`src/rtl/dmem_arbiter.sv`:
```
// dmem_arbiter: shares the single-ported data memory between the CPU and a
// DMA master using a hold / hold-acknowledge handshake.
module dmem_arbiter #(
  parameter int WIDE        = 32,
  parameter int MAX_BURST   = 8,
  parameter int ACK_TIMEOUT = 16
) (
  input  logic            clk,
  input  logic            rst,
  input  logic            cpu_we,
  input  logic [31:0]     cpu_addr,
  input  logic [WIDE-1:0] cpu_wd,
  output logic [WIDE-1:0] cpu_rd,
  output logic            hold,
  input  logic            hold_ack,
  input  logic            dma_req,
  input  logic            dma_valid,
  input  logic            dma_we,
  input  logic [31:0]     dma_addr,
  input  logic [WIDE-1:0] dma_wd,
  output logic [WIDE-1:0] dma_rd,
  output logic            dma_gnt,
  output logic            mem_we,
  output logic [31:0]     mem_addr,
  output logic [WIDE-1:0] mem_wd,
  input  logic [WIDE-1:0] mem_rd,
  output logic            err,
  output logic [15:0]     grants
);

  typedef enum logic [1:0] {
    IDLE,
    HOLD,
    GRANT,
    COOL
  } state_t;

  localparam int WW = $clog2(ACK_TIMEOUT + 1);
  localparam int BW = (MAX_BURST > 1) ? $clog2(MAX_BURST) : 1;
  localparam logic [WW-1:0] WLAST = WW'(ACK_TIMEOUT - 1);
  localparam logic [BW-1:0] BLAST = BW'(MAX_BURST - 1);

  state_t        state, nxt;
  logic [WW-1:0] wcnt, wcnt_n;
  logic [BW-1:0] bcnt, bcnt_n;
  logic          err_set;
  logic          done;
  logic          beat;

  assign beat = dma_req & dma_valid;

  always_ff @(posedge clk or posedge rst) begin
    if (rst) begin
      state  <= IDLE;
      wcnt   <= '0;
      bcnt   <= '0;
      err    <= 1'b0;
      grants <= '0;
    end else begin
      state <= nxt;
      wcnt  <= wcnt_n;
      bcnt  <= bcnt_n;
      if (err_set)
        err <= 1'b1;
      if (done)
        grants <= grants + 16'd1;
    end
  end

  always_comb begin
    nxt     = state;
    wcnt_n  = wcnt;
    bcnt_n  = bcnt;
    err_set = 1'b0;
    done    = 1'b0;
    unique case (state)
      IDLE: begin
        wcnt_n = '0;
        if (dma_req)
          nxt = HOLD;
      end
      HOLD: begin
        // a dropped request beats a same-cycle acknowledge
        if (!dma_req) begin
          nxt = IDLE;
        end else if (hold_ack) begin
          nxt    = GRANT;
          bcnt_n = '0;
        end else if (wcnt == WLAST) begin
          nxt     = COOL;
          err_set = 1'b1;
        end else begin
          wcnt_n = wcnt + WW'(1);
        end
      end
      GRANT: begin
        if (!dma_req) begin
          nxt  = COOL;
          done = 1'b1;
        end else if (beat) begin
          if (bcnt == BLAST) begin
            nxt  = COOL;
            done = 1'b1;
          end else begin
            bcnt_n = bcnt + BW'(1);
          end
        end
      end
      COOL: nxt = IDLE;
      default: nxt = IDLE;
    endcase
  end

  assign hold    = (state == HOLD) || (state == GRANT);
  assign dma_gnt = (state == GRANT);

  always_comb begin
    if (dma_gnt) begin
      mem_we   = beat & dma_we;
      mem_addr = dma_addr;
      mem_wd   = dma_wd;
    end else begin
      mem_we   = cpu_we;
      mem_addr = cpu_addr;
      mem_wd   = cpu_wd;
    end
  end

  assign cpu_rd = mem_rd;
  assign dma_rd = mem_rd;

endmodule

```
`config.mk`:
```
export PLATFORM = sky130hd
export DESIGN_NAME = dmem_arbiter
export DESIGN_NICKNAME = d
export VERILOG_FILES = /design/src/rtl/dmem_arbiter.sv
export SDC_FILE = /design/constraint.sdc
export NUM_CORES = 1
export LEC_CHECK = 0
export ABC_AREA = 1
export CORE_AREA = 2 2 122 124
export CTS_CLUSTER_SIZE = 14
export DETAILED_ROUTE_END_ITERATION = 6
export DIE_AREA = 0 0 124 126
export GPL_TIMING_DRIVEN = 0
export PLACE_DENSITY = 0.66
export SYNTH_ARGS = -nofsm -noshare
export SYNTH_HDL_FRONTEND = slang
export SYNTH_SLANG_ARGS = --single-unit
export TNS_END_PERCENT = 20
```
`constraint.sdc`:
```
create_clock -name clk -period 2.8 [get_ports clk]
set_clock_uncertainty 0.15 [all_clocks]
set_input_delay 0.84 -clock clk [delete_from_list [all_inputs] [get_ports clk]]
set_output_delay 0.84 -clock clk [all_outputs]
set_load 0.03 [all_outputs]
```
==> results.cfg <==
[clock_network]
cts-htree-levels = 1
tritoncts = built
buffer_levels_on_the_longest_clock_path = 2
clkSlewWorstSetupHoldPaths_ps = 60
cts.root.buffer_cell = clkbuf_16
cts_inserted_buffers = 3
cts_num_sinks = 27
hold_buffers = 0
worst_skew_pair.late_latency_ps = 260

[power_and_ir_drop]
p_int_mw = 1.66
clock_power_share_pct = 9.5
peakVddDrop_uv = 405
pwr-share-comb_pct = 75.4
psw_mw = 1.79
sw_frac_of_total_pct = 51.9
total_power_mw = 3.44
seq_power_share_pct = 15.1
power.static_leakage_nw = 2.91
p_per_area_mw_per_mm2 = 598

[cells_and_area]
final_common_cell = nand2_1
nets = 914
layout.cell_area.non_filler_mm2 = 0.00576
syn2layout_area_growth_pct = 110
num_antenna_cells = 0
final_layout_size_suffix_gt1_share_pct = 22.4
final_cell_mix = 242 x nand2_1, 216 x clkdlybuf4s50_1, 83 x buf_4

[routing]
wirelength_um = 12300
dr_total_vias = 3580
detail_route.iter0.violations = 117
post_drt_wl_per_cell_um = 13.4
met2RoutedLength_um = 6150
detail-route-antenna-nets = 0
drc = 0
drt_pre_antenna_iters = 4
route.met3.wl_um = 1530
maxUsedRoutingLayer = met4
detail_route.wirelength.met1_um = 4600
detail_route.vias_per_cell = 3.88

[global_routing]
antenna_found_initial = 0
grt_start_max_net_pins = 28
grt_util_all_layers_pct = 14.2
grt_pass1_wl_um = 17200
grt_remaining_overflow = 0
number_of_global_route_vias_before_repair = 3274

[yosys]
synthesized_instance_count = 449
avgSynthCellArea_um2 = 6.12
number_of_synthesized_register_bits = 27
synth_flop_cell = dfrtp_1
synth_enable_flop_cells = 0
synthesis.yosys.warnings = 0
syn-num-nets = 624
ys_async_sr_fraction_pct = 100
synth-seq-area-share_pct = 24.6
post_synth_instance_area_mm2 = 0.00275
post_synth_num_cell_types = 24

[timing]
setup_repair_after_global_routing_missed_its_margin = yes
drv_slew = 0
final.period_utilization_pct = 98.9
maxSlewHeadroom_pct = 30.7
whs_ps = 325
timing.final.crit_period_ps = 2770
setup_violations = 0
finalSetupTns_ps = 0
tightest_slew_ps = 1040
report.final.hold_viol_count = 0
max_freq_ghz = 0.361

[worst_setup_path]
cp_max_fo = 2
reg2reg_depth = 8
r2r_start = state[0]
crit_path_start_kind = input port
worstSetupPathType = input port to output pin
regToRegEndpoint = grants[8]
worst_ep_arrival_time_ps = 1780
reg2reg_setup_slack_ps = 1060
setup.worst_path.end_class = output pin
worst-endpoint-required_ps = 1810
worstSetupStartpoint = dma_valid

[floorplan]
floorplan.initialDensity_pct = 19.2
die_y_um = 126
core_area_mm2 = 0.0143
floorplan.io_pins = 315
placementRows = 44
design.die.area_mm2 = 0.0156
die_w_um = 124

[flow_run]
cap_violations = 0

[placed_design]
io_buffers = 282
detailedPlacementHpwl_um = 10700
dpl-instance-area_mm2 = 0.00580
place.gp.congestion = 0.794

[hold_path]
min_to = err
min_delay_path_depth = 1
type_of_the_worst_min_delay_path = flop to flop
min_from = err

[outcome]
outcome = completed
-- flip-flops by register name (all words and copies together), names as in the netlist, named ones only --
signal / count
state: 1
bcnt: 3
wcnt: 5
grants: 16
err: 1
-- how the worst max path moves through the flow --
stage | cells after the start | to
after floorplan | 6 | mem_we
after global placement | 4 | mem_we
after detailed placement | 4 | mem_we
after CTS | 9 | mem_addr[21]
after global routing | 4 | mem_we
final | 4 | mem_we
-- cell type report --
cell class                 instances  area, µm²
clock inverter                     1       5.00
buffer                            79        639
multi-input combinational        314       1420
timing repair buffer             285       2610
inverter                          29        109
tap                              184        230
clock buffer                       3       75.1
sequential                        27        676
fill                            1501       8550
-- logic make-up (layout without fill, tap and decap cells) --
family,count (synthesis),count (layout),synth area share [%]
compound gates,16,16,3.19
xor+xnor,9,9,2.87
fa+ha+maj,8,8,3.64
buf+inv,108,397,24.0
flops,27,27,24.6
simple gates,281,281,41.7
-- worst max-delay path, cell delays in order --
cell and delay (ps):
clkdlybuf4s50_1 520, nand2_1 90, o21ai_1 140, buf_4 190
-- synth_stat cells, types with 3 or more instances --
master | number | share of area [%]
nand4_1 | 5 | 1.1
inv_1 | 28 | 3.8
buf_4 | 65 | 18
clkbuf_1 | 5 | 0.68
nand3_1 | 17 | 3.1
nand2_4 | 3 | 1.2
nor2_4 | 3 | 1.2
nand2_1 | 244 | 33
nor3_1 | 3 | 0.55
o21ai_1 | 3 | 0.55
ha_1 | 8 | 3.6
xnor2_1 | 4 | 1.3
dfrtp_1 | 27 | 25
xor2_1 | 5 | 1.6
buf_2 | 9 | 1.6
nor2_1 | 4 | 0.55
o21ai_0 | 9 | 1.6
-- timing repair --
item,CTS,global route
gates cloned,0,0
pin swaps,0,1
setup buffers,1,2
endpoints found under the setup margin,65,57
gates resized for setup,339,36
-- metal layers --
| metal | up-vias | global-route usage (%) |
|---|---|---|
| met5 | - | 0 |
| met3 | 4 | 5.30 |
| met1 | 1532 | 15.9 |
| met4 | 0 | 1.78 |
| met2 | 166 | 26.2 |
| li1 | 1878 | - |
-- through the flow --
stage          setup slack (ps)  utilization, %  cells
2_1_floorplan              68.7               -    449
3_3_place_gp               -653            40.5    915
3_5_place_dp               -619            40.5    915
4_1_cts                    3.64            40.2    920
5_1_grt                   -19.1            40.3    922
6_report                   29.7            40.3    922
-- power groups by stage --
stage / combinational [mW] / sequential (mW) / clock (mW)
6_report: 2.60 / 0.521 / 0.326
4_1_cts: 2.60 / 0.518 / 0.332
3_5_place_dp: 2.69 / 0.531 / 0
5_1_grt: 2.80 / 0.529 / 0.349
2_1_floorplan: 1.47 / 0.583 / 0
3_3_place_gp: 2.69 / 0.530 / 0
Power figures use the tool's default switching activity.
